--- config.mk ---
export PLATFORM = sky130hd
export DESIGN_NAME = branch_target_predictor
export DESIGN_NICKNAME = d
export VERILOG_FILES = /design/src/rtl/branch_target_predictor.sv
export SDC_FILE = /design/constraint.sdc
export NUM_CORES = 2
export LEC_CHECK = 0
export ABC_AREA = 1
export BUFFER_PORTS_ARGS = -buffer_cell sky130_fd_sc_hd__buf_2
export CORE_MARGIN = 4
export CORE_UTILIZATION = 41
export DETAILED_ROUTE_END_ITERATION = 12
export GPL_TIMING_DRIVEN = 0
export PLACE_DENSITY_LB_ADDON = 0.3
export SYNTH_ARGS = -nofsm -noshare
export SYNTH_HDL_FRONTEND = slang
export SYNTH_SLANG_ARGS = --single-unit
--- constraint.sdc ---
create_clock -name clk -period 22.6 [get_ports clk]
set_input_delay 4.52 -clock clk [delete_from_list [all_inputs] [get_ports clk]]
set_output_delay 4.52 -clock clk [all_outputs]
set_load 0.01 [all_outputs]
--- src/rtl/branch_target_predictor.sv ---
// branch_target_predictor: direct-mapped BTB with per-entry saturating direction counters.
// Fetch side: PCF/PCPlus4F in, P_PC/TakenF out, zero-latency lookup.
// Execute side: upd_* resolved outcome in, mispredict/redirect_pc out, table written at the edge.
// bp_clear invalidates every entry at the next edge; rst is asynchronous, active-high.
// Optional BP_STATS_EN adds saturating stat_branches/stat_mispredicts/stat_hits counters.
module branch_target_predictor #(
  parameter int XLEN = 32,
  parameter int ENTRIES = 16,
  parameter int TAG_W = 8,
  parameter int CNT_W = 2
) (
  input  logic            clk,
  input  logic            rst,
  input  logic [XLEN-1:0] PCF,
  input  logic [XLEN-1:0] PCPlus4F,
  output logic [XLEN-1:0] P_PC,
  output logic            TakenF,
  input  logic            bp_clear,
  input  logic            upd_valid,
  input  logic            upd_is_jump,
  input  logic [XLEN-1:0] upd_pc,
  input  logic            upd_taken,
  input  logic [XLEN-1:0] upd_target,
  input  logic            upd_pred_taken,
  input  logic [XLEN-1:0] upd_pred_target,
  output logic            mispredict,
  output logic [XLEN-1:0] redirect_pc
`ifdef BP_STATS_EN
  ,
  output logic [31:0]     stat_branches,
  output logic [31:0]     stat_mispredicts,
  output logic [31:0]     stat_hits
`endif
);
  localparam int IDX_W = $clog2(ENTRIES);
  localparam logic [CNT_W-1:0] CNT_MAX = '1;
  localparam logic [CNT_W-1:0] CNT_WT = CNT_W'(1) << (CNT_W - 1);
  localparam logic [CNT_W-1:0] CNT_WNT = CNT_WT - CNT_W'(1);
  logic [ENTRIES-1:0] valid;
  logic [ENTRIES-1:0] jmp;
  logic [TAG_W-1:0] tag_mem [ENTRIES];
  logic [XLEN-1:0] tgt_mem [ENTRIES];
  logic [CNT_W-1:0] cnt_mem [ENTRIES];
  logic [IDX_W-1:0] idx_f, idx_u;
  logic [TAG_W-1:0] tag_f, tag_u;
  logic hit_f, hit_u;
  logic [CNT_W-1:0] cnt_u, cnt_nxt;
  logic unused_pc;
  always_comb begin
    idx_f = PCF[IDX_W+1:2];
    tag_f = PCF[IDX_W+TAG_W+1:IDX_W+2];
    idx_u = upd_pc[IDX_W+1:2];
    tag_u = upd_pc[IDX_W+TAG_W+1:IDX_W+2];
    unused_pc = ^PCF;
    hit_f = valid[idx_f] && tag_mem[idx_f] == tag_f;
    hit_u = valid[idx_u] && tag_mem[idx_u] == tag_u;
    TakenF = hit_f && (jmp[idx_f] || cnt_mem[idx_f][CNT_W-1]);
    P_PC = TakenF ? tgt_mem[idx_f] : PCPlus4F;
    cnt_u = cnt_mem[idx_u];
    cnt_nxt = upd_taken ? (cnt_u == CNT_MAX ? cnt_u : cnt_u + CNT_W'(1))
                        : (cnt_u == '0 ? cnt_u : cnt_u - CNT_W'(1));
    mispredict = upd_valid && ((upd_pred_taken != upd_taken) ||
                               (upd_taken && upd_pred_target != upd_target));
    redirect_pc = !upd_valid ? '0 : upd_taken ? upd_target : upd_pc + XLEN'(4);
  end
  // A hit rewrites valid/tag with the values already stored, so hit and allocate share one write path.
  always_ff @(posedge clk or posedge rst) begin
    if (rst) begin
      valid <= '0;
      jmp <= '0;
      for (int i = 0; i < ENTRIES; i++) begin
        tag_mem[i] <= '0;
        tgt_mem[i] <= '0;
        cnt_mem[i] <= CNT_WNT;
      end
    end else if (bp_clear) begin
      valid <= '0;
    end else if (upd_valid && (hit_u || upd_taken)) begin
      valid[idx_u] <= 1'b1;
      tag_mem[idx_u] <= tag_u;
      jmp[idx_u] <= upd_is_jump;
      cnt_mem[idx_u] <= hit_u ? cnt_nxt : CNT_WT;
      if (upd_taken) tgt_mem[idx_u] <= upd_target;
    end
  end
`ifdef BP_STATS_EN
  always_ff @(posedge clk or posedge rst) begin
    if (rst || bp_clear) begin
      stat_branches <= '0;
      stat_mispredicts <= '0;
      stat_hits <= '0;
    end else begin
      stat_branches <= stat_branches + 32'(upd_valid && stat_branches != '1);
      stat_mispredicts <= stat_mispredicts + 32'(mispredict && stat_mispredicts != '1);
      stat_hits <= stat_hits + 32'(hit_f && stat_hits != '1);
    end
  end
`endif
endmodule

==> metrics.txt <==
CTS root buffer=clkbuf_16; initial antenna violation count=10; Worst Slack Setup Final=about 9.1 ns; Mapped Area=~37000 um2; WL final=156000 um; chip height=307 um; dpl ws=9.36 ns; Sequential Power Share=0.446; DRT iter0 DRCs=5055; Detailed Place HPWL=between 100000 and 150000 um; Yosys top cell area share=0.469; Pwr Density=~82 nW/um2; syn_area_per_cell=roughly 7.7 um2; DIE WIDTH=just over 300 um; Post CTS Setup Buffer Count=0; sw frac=0.307; Pint=2.39 mW; Seq. cell area=roughly 18000 um2; vias=about 37000; path depth of the worst reg2reg path=15; vias in the first global route=between 30000 and 40000; Sink Count=roughly 700; Slew HR=0.0664; pin count of the biggest net entering global routing=42; insertion delay to the later sink of the worst-skew pair=0.63 ns; post-synthesis cell type with the largest combined area=dfrtp_1; Post-synth ARST share=1.00; FP Rows=approximately 110; FILL cells=a little under 9000; worst path required time=between 15 and 20 ns; First-pass DRT Iterations=6; Logic pwr share=0.169; CP Class=input pin to primary output; Clock Power Share=0.386; DIE AREA=between 90000 and 100000 um2; outcome=finished, final reports clean; Core Region=between 80000 and 90000 um2; final net count=around 5200; Worst setup SP type=input pin; synthesized instance count=between 4000 and 5000; number of max-cap violations=0; total track usage=0.321; Final Hold Viols=0; CTS Hold Bufs=0; Net Sw Power=~1.1 mW; vias per cell=between 5 and 6; Final period util=0.595; global-route wire length before repair=227000 um; Post-CTS Resized=0; Initial Utilization=0.414; sequential area share after synthesis=0.480; setup violators final=0; Design Power=roughly 3.4 mW; GPL Wtd Cong=approximately 1.0; fin. max-slew vios=0; FMAX=0.0743 GHz; CTS tree=done; VDD IR max=around 0.054 mV; fraction of layout cells with a size suffix above 1=0.0976; Hold Crit Depth=2; synth unique cells=43; #FFs+latches synth=around 700; Detail Route Antenna Nets=0; H-tree Lvls=3; minimum clock period=13.46 ns; worst-case clock skew=0.0252 ns; I/O pin cnt=about 230; number of remaining DRC errors=0; grt total ovfl=0; CP Capture Type=primary output; Crit Path Max Fanout=10; cell leakage power=just over 20 nW; Multi-input gate area=approximately 16000 um2; worst slew pin tran=roughly 1.4 ns; yosys warns=0; Final TNS setup=0 ns; Clock Tree Buf Depth=3; Inserted Clock Buffers=slightly below 80; worst endpoint data arrival time=a little under 9 ns; ys flop type=dfrtp_1; Post-synth EDFFs=0; clk slew on worst S/H paths=approximately 0.050 ns; RSZ-0062 raised after global routing=no; I/O Buffers=206; P&R area growth vs syn=15.1%; DR WL/cell=24.9 um; fin util=0.477; top post-synthesis cells by area=dfrtp_1 47%, nand2_1 13%, o21ai_0 10%; class of the worst hold path=flop to flop; syn nets=between 4000 and 5000
-- state kept, by name (all words and copies together), names as in the netlist --
signal	flops
cnt_mem	32
tgt_mem	512
jmp	16
valid	16
tag_mem	128
-- cell usage after synthesis (2+ instances only) --
| cell | instances |
|---|---|
| a2111oi_0 | 2 |
| a21oi_1 | 283 |
| a221oi_1 | 2 |
| buf_1 | 9 |
| buf_2 | 81 |
| buf_4 | 12 |
| buf_6 | 16 |
| clkbuf_1 | 279 |
| dfrtp_1 | 688 |
| dfstp_2 | 16 |
| ha_1 | 4 |
| inv_1 | 380 |
| inv_2 | 3 |
| mux2i_1 | 96 |
| nand2_1 | 1275 |
| nand3_1 | 181 |
| nand4_1 | 186 |
| nor2_1 | 203 |
| nor2_2 | 2 |
| nor3_1 | 13 |
| nor3_2 | 5 |
| nor4_1 | 7 |
| o2111ai_1 | 2 |
| o211ai_1 | 141 |
| o21ai_0 | 768 |
| o21ai_1 | 17 |
| o221ai_1 | 20 |
| o22ai_1 | 5 |
| or2_2 | 4 |
| xnor2_1 | 10 |
| xor2_1 | 24 |
-- metrics by stage --
stage,hold WS [ns],instance area (um2),std cells
floorplan,0.437,36700,4746
global route,0.479,42300,6280
detailed placement,0.456,39600,6137
finish,0.467,42300,6287
global placement,0.450,39200,6117
CTS,0.467,42300,6280
-- worst max-delay path: stages --
cell and delay [ns]:
clkbuf_1 0.27, inv_1 0.34, clkbuf_1 0.88, nand2_1 0.17, o221ai_1 0.40, nand2_1 0.12
xor2_1 0.16, nor2_1 0.99, nand2_1 0.45, buf_2 0.35, nand2_1 0.08, nand2_1 0.04
buf_2 0.13
-- cells by family (layout without fill, tap and decap cells) --
| logic type | after synthesis | count (layout) | share of synthesized area |
|---|---|---|---|
| simple gates | 1881 | 1881 | 0.214 |
| flops | 704 | 704 | 0.480 |
| buf+inv | 783 | 1152 | 0.0878 |
| other cells | 0 | 7 | 0 |
| fa+ha+maj | 4 | 4 | 0.00136 |
| mux | 96 | 96 | 0.0262 |
| xor+xnor | 34 | 34 | 0.00811 |
| compound gates | 1244 | 1244 | 0.182 |
-- worst paths after layout --
path / start / endpoint / slack (ns)
worst max-delay path: PCF[4] / P_PC[25] / 9.14
worst min-delay path: cnt_mem[26]$_DFFE_PP1P_ / cnt_mem[26]$_DFFE_PP1P_ / 0.47
worst max register to register: tag_mem[36]$_DFFE_PP0P_ / cnt_mem[9]$_DFFE_PP0P_ / 19.73
worst min register to register: cnt_mem[26]$_DFFE_PP1P_ / cnt_mem[26]$_DFFE_PP1P_ / 0.47
max in group asynchronous: rst / tgt_mem[100]$_DFFE_PP0P_ / 16.70
min in group asynchronous: rst / tag_mem[116]$_DFFE_PP0P_ / 3.94
-- cell usage in the layout, fill, tap and decap left out, types with 16 or more instances in the layout --
master,instances
xor2_1,24
dfstp_2,16
buf_2,287
clkbuf_1,297
o21ai_0,768
o221ai_1,20
nand3_1,181
o21ai_1,17
nand4_1,186
inv_1,379
o211ai_1,141
a21oi_1,283
clkbuf_16,79
buf_6,16
mux2i_1,96
dfrtp_1,688
nand2_1,1275
nor2_1,203
buf_12,20
clkbuf_8,22
-- cell type report --
type	count	area share
Tap cell	1165	0.0345
Multi-Input combinational cell	3259	0.376
Buffer	399	0.0421
Inverter	384	0.0342
Sequential cell	704	0.417
Clock inverter	24	0.00701
Clock buffer	119	0.0555
Antenna cell	7	0.000414
Timing Repair Buffer	226	0.0336
-- routing by layer --
layer / global-route usage / vias up / share of wire
li1: - / 16400 / -
met5: 0 / - / 0.00070
met4: 0.120 / 4 / 0.041
met3: 0.106 / 331 / 0.14
met2: 0.452 / 2281 / 0.41
met1: 0.461 / 18300 / 0.42
-- power by group through the flow --
stage	Clock [mW]	Sequential (mW)	Combinational, mW
after floorplan	0	1.52	0.361
after global placement	0	1.55	0.544
after detailed placement	0	1.55	0.564
after CTS	1.33	1.53	0.567
after global routing	1.38	1.55	0.639
final	1.33	1.54	0.582
Power figures use the tool's default switching activity.
